File: src/rtl/fp_align_4in_if.sv
`default_nettype none
// ============================================================================
//  Module   : fp_align_4in_if
//  Purpose  : Handshake and data bundle for the 4-input FP alignment stage.
//             The input side carries the four {sign, exp, mant} operands.
//             The output side carries the aligned two's-complement lanes and
//             their common exponent.
//  Ports    : in_valid / in_ready / ops                 (operand side)
//             out_valid / out_ready / manOffset / maxExp (aligned side)
//  Modports : master - producer of operands / consumer of aligned sets
//             slave  - the alignment block itself
//  Revision : 1.0  initial release
// ============================================================================
interface fp_align_4in_if #(
    parameter int expWidth   = 4,
    parameter int sigWidth   = 4,
    parameter int low_expand = 2
);
    localparam int L = 1 + expWidth + sigWidth;
    localparam int W = sigWidth + 4 + low_expand;

    logic                in_valid;
    logic                in_ready;
    logic [4*L-1:0]      ops;
    logic                out_valid;
    logic                out_ready;
    logic [4*W-1:0]      manOffset;
    logic [expWidth-1:0] maxExp;

    modport master (
        output in_valid, ops, out_ready,
        input  in_ready, out_valid, manOffset, maxExp
    );

    modport slave (
        input  in_valid, ops, out_ready,
        output in_ready, out_valid, manOffset, maxExp
    );
endinterface
`default_nettype wire

File: src/rtl/fp_align_4in.sv
`default_nettype none
// ============================================================================
//  Module   : fp_align_4in
//  Purpose  : Front end of the 4-input low-precision FP accumulate path.
//             Stage 1 captures the four operands and finds the largest
//             exponent among the non-zero ones. Stage 2 right-aligns every
//             significand to that exponent, negates the lanes that carry a
//             set sign bit, and packs the results into manOffset.
//  Ports    : clk    - clock, rising edge
//             rst_n  - asynchronous active-low reset
//             bus    - fp_align_4in_if.slave: in_valid/in_ready/ops,
//                      out_valid/out_ready/manOffset/maxExp
//  Options  : FP_ALIGN_ROUND_EN - when defined, the alignment shift rounds
//             half-up on the magnitude. When undefined, the shift truncates.
//  Revision : 1.0  initial release
// ============================================================================
module fp_align_4in #(
    parameter int expWidth   = 4,
    parameter int sigWidth   = 4,
    parameter int low_expand = 2
) (
    input  wire logic      clk,
    input  wire logic      rst_n,
    fp_align_4in_if.slave  bus
);
    localparam int L = 1 + expWidth + sigWidth;
    localparam int W = sigWidth + 4 + low_expand;

    // Stage 1 state
    logic                s1_valid_q, s1_valid_d;
    logic [4*L-1:0]      ops_q, ops_d;
    logic [expWidth-1:0] s1_maxexp_q, s1_maxexp_d;
    // Stage 2 (output) state
    logic                out_valid_q, out_valid_d;
    logic [4*W-1:0]      man_q, man_d;
    logic [expWidth-1:0] maxexp_q, maxexp_d;

    logic                w_s2_ready;
    logic                w_in_ready;
    logic [expWidth-1:0] w_in_exp [4];
    logic [expWidth-1:0] w_maxexp_in;
    logic [4*W-1:0]      w_lane;

    // Each stage may load when it is empty or when its content leaves this cycle.
    assign w_s2_ready = !out_valid_q || bus.out_ready;
    assign w_in_ready = !s1_valid_q || w_s2_ready;

    // ---------------- Stage 1: max exponent over non-zero operands ----------
    for (genvar g = 0; g < 4; g++) begin : g_inexp
        assign w_in_exp[g] = bus.ops[g*L+sigWidth +: expWidth];
    end

    always_comb begin
        w_maxexp_in = '0;
        for (int i = 0; i < 4; i++) begin
            // exp==0 marks a zero operand, which must not steer the common exponent.
            if ((w_in_exp[i] != '0) && (w_in_exp[i] > w_maxexp_in)) begin
                w_maxexp_in = w_in_exp[i];
            end
        end
    end

    // ---------------- Stage 2: per-lane alignment ---------------------------
    for (genvar g = 0; g < 4; g++) begin : g_lane
        logic                w_sign;
        logic [expWidth-1:0] w_exp;
        logic [expWidth-1:0] w_d;
        logic [sigWidth-1:0] w_mant;
        logic [W-1:0]        w_mag;
        logic [W-1:0]        w_shr;
        logic [W-1:0]        w_mag_f;

        assign w_sign = ops_q[g*L+L-1];
        assign w_exp  = ops_q[g*L+sigWidth +: expWidth];
        assign w_mant = ops_q[g*L +: sigWidth];
        assign w_d    = s1_maxexp_q - w_exp;
        // Hidden bit lands at bit sigWidth+low_expand; guard bits sit below the mantissa.
        assign w_mag  = W'({1'b1, w_mant}) << low_expand;
        assign w_shr  = (32'(w_d) >= W) ? '0 : (w_mag >> w_d);

`ifdef FP_ALIGN_ROUND_EN
        logic [W-1:0] w_rmask;
        logic         w_rbit;
        // The round bit is the last bit shifted out: bit (d-1) of the pre-shift magnitude.
        assign w_rmask = W'(1) << (w_d - expWidth'(1));
        assign w_rbit  = (w_d != '0) && (32'(w_d) < W) && (|(w_mag & w_rmask));
        assign w_mag_f = w_shr + W'(w_rbit);
`else
        assign w_mag_f = w_shr;
`endif

        assign w_lane[g*W +: W] = (w_exp == '0) ? '0 :
                                  (w_sign ? (-w_mag_f) : w_mag_f);
    end

    // ---------------- Pipeline control --------------------------------------
    always_comb begin
        s1_valid_d  = s1_valid_q;
        ops_d       = ops_q;
        s1_maxexp_d = s1_maxexp_q;
        out_valid_d = out_valid_q;
        man_d       = man_q;
        maxexp_d    = maxexp_q;

        if (w_in_ready) begin
            s1_valid_d = bus.in_valid;
            if (bus.in_valid) begin
                ops_d       = bus.ops;
                s1_maxexp_d = w_maxexp_in;
            end
        end

        if (w_s2_ready) begin
            out_valid_d = s1_valid_q;
            // A bubble keeps the previous data. Only out_valid drops.
            if (s1_valid_q) begin
                man_d    = w_lane;
                maxexp_d = s1_maxexp_q;
            end
        end
    end

    always_ff @(posedge clk or negedge rst_n) begin
        if (!rst_n) begin
            s1_valid_q  <= 1'b0;
            ops_q       <= '0;
            s1_maxexp_q <= '0;
            out_valid_q <= 1'b0;
            man_q       <= '0;
            maxexp_q    <= '0;
        end else begin
            s1_valid_q  <= s1_valid_d;
            ops_q       <= ops_d;
            s1_maxexp_q <= s1_maxexp_d;
            out_valid_q <= out_valid_d;
            man_q       <= man_d;
            maxexp_q    <= maxexp_d;
        end
    end

    assign bus.in_ready  = w_in_ready;
    assign bus.out_valid = out_valid_q;
    assign bus.manOffset = man_q;
    assign bus.maxExp    = maxexp_q;

endmodule
`default_nettype wire

File: src/flat_wrapper.sv
// flat-port wrapper written by rule: the top's interface ports become plain ports
module fp_align_4in_flat 
#(
    parameter int expWidth   = 4,
    parameter int sigWidth   = 4,
    parameter int low_expand = 2
)
  (clk, rst_n, bus_in_valid, bus_ops, bus_out_ready, bus_in_ready, bus_out_valid, bus_manOffset, bus_maxExp);
  fp_align_4in_if #(.expWidth(expWidth), .sigWidth(sigWidth), .low_expand(low_expand)) bus_i ();
  input  wire logic clk;
  input  wire logic rst_n;
  input wire logic [$bits(bus_i.in_valid)-1:0] bus_in_valid;
  input wire logic [$bits(bus_i.ops)-1:0] bus_ops;
  input wire logic [$bits(bus_i.out_ready)-1:0] bus_out_ready;
  output wire logic [$bits(bus_i.in_ready)-1:0] bus_in_ready;
  output wire logic [$bits(bus_i.out_valid)-1:0] bus_out_valid;
  output wire logic [$bits(bus_i.manOffset)-1:0] bus_manOffset;
  output wire logic [$bits(bus_i.maxExp)-1:0] bus_maxExp;
  assign bus_i.in_valid = bus_in_valid;
  assign bus_i.ops = bus_ops;
  assign bus_i.out_ready = bus_out_ready;
  assign bus_in_ready = bus_i.in_ready;
  assign bus_out_valid = bus_i.out_valid;
  assign bus_manOffset = bus_i.manOffset;
  assign bus_maxExp = bus_i.maxExp;
  fp_align_4in #(.expWidth(expWidth), .sigWidth(sigWidth), .low_expand(low_expand)) u_core (.clk(clk), .rst_n(rst_n), .bus(bus_i));
endmodule
File: config.mk
export PLATFORM = sky130hd
export DESIGN_NAME = fp_align_4in_flat
export DESIGN_NICKNAME = d
export VERILOG_FILES = /design/src/rtl/fp_align_4in_if.sv /design/src/rtl/fp_align_4in.sv /design/src/flat_wrapper.sv
export SDC_FILE = /design/constraint.sdc
export NUM_CORES = 1
export LEC_CHECK = 0
export CORE_MARGIN = 10
export CORE_UTILIZATION = 35
export CTS_CLUSTER_SIZE = 12
export DETAILED_ROUTE_END_ITERATION = 10
export GPL_TIMING_DRIVEN = 0
export PLACE_DENSITY_LB_ADDON = 0.12
export SYNTH_ARGS = -nofsm -noshare
export SYNTH_HDL_FRONTEND = slang
export SYNTH_SLANG_ARGS = --single-unit
File: constraint.sdc
create_clock -name clk -period 6.2 [get_ports clk]
set_input_delay 0.62 -clock clk [delete_from_list [all_inputs] [get_ports clk]]
set_output_delay 0.62 -clock clk [all_outputs]
set_load 0.03 [all_outputs]
# == Word-level counts from Yosys, hierarchy flattened ==
# Cells that the tools add are included.
# op_classes
addsub,8
n_lt_le_gt_ge,8
shifts,4
mux,16
n_reduce_logical,18
# op_table
operator,n
10-bit two-way mux,12
10-bit negator,4
7-bit by 4-bit >> shifter with 10-bit output,4
4-bit greater-or-equal comparator (second input constant),4
4-bit zero test,4
4-bit two-way mux,4
4-bit nonzero test,4
4-bit subtractor,4
4-bit > comparator,3
4-bit by 1-bit > comparator with 1-bit output (second input constant),1
1-bit logical AND,4
2-bit AND reduction,2
1-bit zero test,2
1-bit logical OR,2
# word_totals
regBits,86
input_bits,40
output_inout_bits,46
word_cells,60

# == Longest topological paths before layout ==
# logic_depth
depth_word,12
depth_mapped,21
ltp_nobuf,21

# == Worst setup path before layout ==
# OpenSTA, ideal clock, no wires.
# synth_path
kind,in2reg
start,in bus_ops[5]
end,reg u_core.s1_maxexp_q[1]
setup_ns,0.128
arrival_ns,4.563
required_time_ns,6.072
path_slack_ns,1.508
cell_stages,21
path_buffers,0
path_cell_list,inv_1 -> ha_1 -> nor2b_1 -> o211ai_1 -> a211oi_1 -> mux2i_1 -> ha_1 -> nand2_1 -> or2_2 -> a221o_1 -> and2_1 -> nor2_2 -> o21ai_1 -> ha_1 -> nor2b_1 -> o21a_1 -> o21a_1 -> o21ai_1 -> nand2_1 -> a211oi_1 -> nor3_1
# synth_between
elab_chain_cells,12
elab_cells_between_ends,13
classes_between,order compare: 4; mux: 4; reduce/logical: 5
# synth_rtl
item,line_no,text
from (decl),flat_wrapper.sv:13,input wire logic [$bits(bus_i.ops)-1:0] bus_ops;
4-bit by 1-bit > comparator with 1-bit output or 4-bit nonzero test (tied branches),fp_align_4in.sv:57,if ((w_in_exp[i] != '0) && (w_in_exp[i] > w_maxexp_in)) begin
1-bit logical AND,fp_align_4in.sv:57,
4-bit two-way mux *,fp_align_4in.sv:57,
4-bit > comparator,fp_align_4in.sv:57,
1-bit logical AND,fp_align_4in.sv:57,
4-bit two-way mux *,fp_align_4in.sv:57,
4-bit > comparator,fp_align_4in.sv:57,
1-bit logical AND,fp_align_4in.sv:57,
4-bit two-way mux *,fp_align_4in.sv:57,
4-bit > comparator,fp_align_4in.sv:57,
1-bit logical AND,fp_align_4in.sv:57,
4-bit two-way mux *,fp_align_4in.sv:57,
to (signal assigned),fp_align_4in.sv:134,s1_maxexp_q <= s1_maxexp_d;
to (decl),fp_align_4in.sv:32,"logic [expWidth-1:0] s1_maxexp_q, s1_maxexp_d;"
# Mark *: on every way between the ends. The rest lies on a longest branch, timed or not.
# A chain may end at the register's enable or synchronous reset.

# == Final worst setup path ==
# Ends and elaborated chain as after synthesis.

==> results.cfg <==
[yosys]
synthesis.nets = 676
ys.warnings.count = 0
synth_flop_cell = dfrtp_1
synthTopCellsByCount = dfrtp_1, nand2_1, o21ai_0
synth_area_leaders = dfrtp_1, mux2_2, ha_1
syn-instance-count = 605
avgSynthCellArea_um2 = 9.44
synth-async-reset-ratio = 1.00
yosys.area.top_type = dfrtp_1
synth.top_cell.area_share = 0.377
yosysUniqueCellTypes = 75
yosysMostFrequentCell = dfrtp_1
synth-seq-area-share = 0.377
synth_edf_count = 0
netlist_area_mm2 = 0.00571
synth_seq_cells = 86

[critical_path]
crit_path_end_kind = register
cp.arrival_ns = 5.71
crit_type = in2reg
reg2reg_to = u_core.bus.manOffset[6]
worst-path-max-fanout = 8
reg2reg_from = u_core.s1_maxexp_q[0]
cp-start-kind = input port
r2r_slack_ns = 2.69
cp.required_ns = 6.42
r2r_cells = 13

[route]
first_pass_iters = 4
wirelength_mm = 15.3
ant_nets = 0
dr_total_vias = 4814
viasPerCell = 5.22
drtIter0Drc = 230
drcViolationCount = 0
wl_per_cell_um = 16.5

[timing]
tightestPinTransition_ns = 1.20
hold_viol = 0
rsz0062_at_grt = false
period_needed_ns = 5.49
finalMaxSlewViolations = 0
fin_setup_tns_ns = 0
fmax_mhz = 182
slew_headroom = 0.193
setup_viol = 0
finalClockSkew_ns = 0.00901
worst_slack_ns = 0.712
fin_crit_sh = 0.885

[floorplanning]
core_mm2 = 0.0159
die_w_um = 148
pin_count = 86
core.rowCount = 46
die_area_mm2 = 0.0218
initial_core_util = 0.358
die_h_um = 148

[final_layout]
diodes = 0
drive_gt1_frac = 0.119
fin_nets = 773
fin_area_mm2 = 0.00713
synthToLayoutAreaGrowth_pct = 24.8
fillerInstances = 1552

[clock_tree]
tritoncts = done
clkTransAtPathRegs_ns = 0.06
cts_setup_buffers = 0
cts_buffers = 9
clockBufferDepth = 2
cts_resized = 0
cts-root-buf = clkbuf_16
cts_sinks = 86
htreeDepth = 3
cts_hold_buf = 0
clk_latency_ns = 0.35

[global_route]
globalRouteOverflowTotal = 0
grtUsageTotal = 0.141
grt_pass1_wl_mm = 25.2
grt_pass1_vias = 4809
antenna_found_initial = 0
grt_max_degree = 51

[min_path]
hold_class = in2async

[power_and_ir_drop]
peakVddDrop_v = 0.000149
p_leak_nw = 3.07
power_density_mw_per_mm2 = 517

[placed_design]
pre_cts_ws_ns = 0.422
place_area_mm2 = 0.00687
dpl.hpwl_mm = 12.0
io_buffers = 85
place_congestion = 0.888

[outcome]
status = finished clean

[run]
cap_viol_max_count = 0
[final cells by class]
class | instances | area (um2) | area share
sequential | 86 | 2150 | 0.302
multi-input combinational | 458 | 3310 | 0.464
tap | 216 | 270 | 0.0379
clock buffer | 15 | 258 | 0.0362
timing repair buffer | 86 | 876 | 0.123
inverter | 36 | 135 | 0.0190
buffer | 25 | 126 | 0.0177
clock inverter | 1 | 5.00 | 0.000702
[sequential cells by signal (all words and copies together) (netlist names)]
signal	count
u_core.bus.manOffset	40
u_core.ops_q	36
u_core.bus.maxExp	4
u_core.s1_maxexp_q	4
u_core.bus.out_valid	1
u_core.s1_valid_q	1
[layer usage]
metal | global-route usage | vias to the layer above | share of wire
met5 | 0 | - | 0
met4 | 0.0481 | 0 | 0.013
met3 | 0.0266 | 11 | 0.045
met2 | 0.223 | 99 | 0.46
met1 | 0.189 | 2319 | 0.48
li1 | - | 2385 | -
[cells in the final DEF, fill, tap and decap left out, types with 6 or more instances in the layout]
cell type,count
a211oi_1,8
a21o_1,14
a21oi_1,23
a22o_1,7
and3_1,6
clkbuf_1,18
clkbuf_16,9
clkdlybuf4s50_1,84
dfrtp_1,86
ha_1,27
inv_1,36
mux2_2,38
mux2i_1,9
nand2_1,67
nand2b_1,11
nand3_1,10
nor2_1,28
nor2b_1,11
nor3_1,8
nor4_1,12
o211ai_1,8
o21a_1,11
o21ai_0,40
o21ai_1,13
o31ai_1,7
or3_1,6
xnor2_1,14
xor2_1,9
[logic make-up (layout without fill, tap and decap cells)]
family,after synthesis,after routing,synth area share
xor gates and xnor gates,24,24,0.0381
AOI/OAI and AO/OA,170,170,0.208
and+or+nand+nor,184,184,0.163
buffers and inverters,61,163,0.0458
muxes,49,49,0.0953
adders and majority gates,31,31,0.0731
DFF,86,86,0.377
[through the flow]
step	power [mW]	hold WS, ns	util	cells
2_1_floorplan	2.57	0.324	-	605
3_3_place_gp	3.16	0.459	0.429	906
3_5_place_dp	3.20	0.465	0.431	907
4_1_cts	3.71	0.249	0.447	923
5_1_grt	4.01	0.274	0.447	923
6_report	3.68	0.238	0.447	923
[power breakdown]
group | switching, mW | internal (mW)
clock | 0.219 | 0.283
sequential | 0.117 | 0.720
combinational | 1.35 | 0.997
total | 1.68 | 2.00
[worst max path at each step]
stage,from,slack [ns],cells after the start,end
floorplan,bus_ops[5],1.51,21,u_core.s1_maxexp_q[1]
global placement,bus_ops[5],0.52,22,u_core.s1_maxexp_q[1]
detailed placement,bus_ops[5],0.42,22,u_core.s1_maxexp_q[1]
CTS,bus_ops[5],0.78,22,u_core.s1_maxexp_q[1]
global route,bus_ops[5],0.19,22,u_core.s1_maxexp_q[3]
finish,bus_ops[5],0.71,22,u_core.s1_maxexp_q[1]
[worst max-delay path, stage by stage]
cell and delay (ns):
clkdlybuf4s50_1 0.53, inv_1 0.09, ha_1 0.29, nor2b_1 0.15, o211ai_1 0.18, a211oi_1 0.48
mux2i_1 0.17, ha_1 0.35, nand2_1 0.08, or2_2 0.27, a221o_1 0.33, and2_1 0.21
nor2_2 0.21, o21ai_1 0.10, ha_1 0.30, nor2b_1 0.13, o21a_1 0.16, o21a_1 0.16
o21ai_1 0.44, nand2_1 0.14, a211oi_1 0.24, nor3_1 0.08
Note: power is estimated with default switching activity, not from simulation.
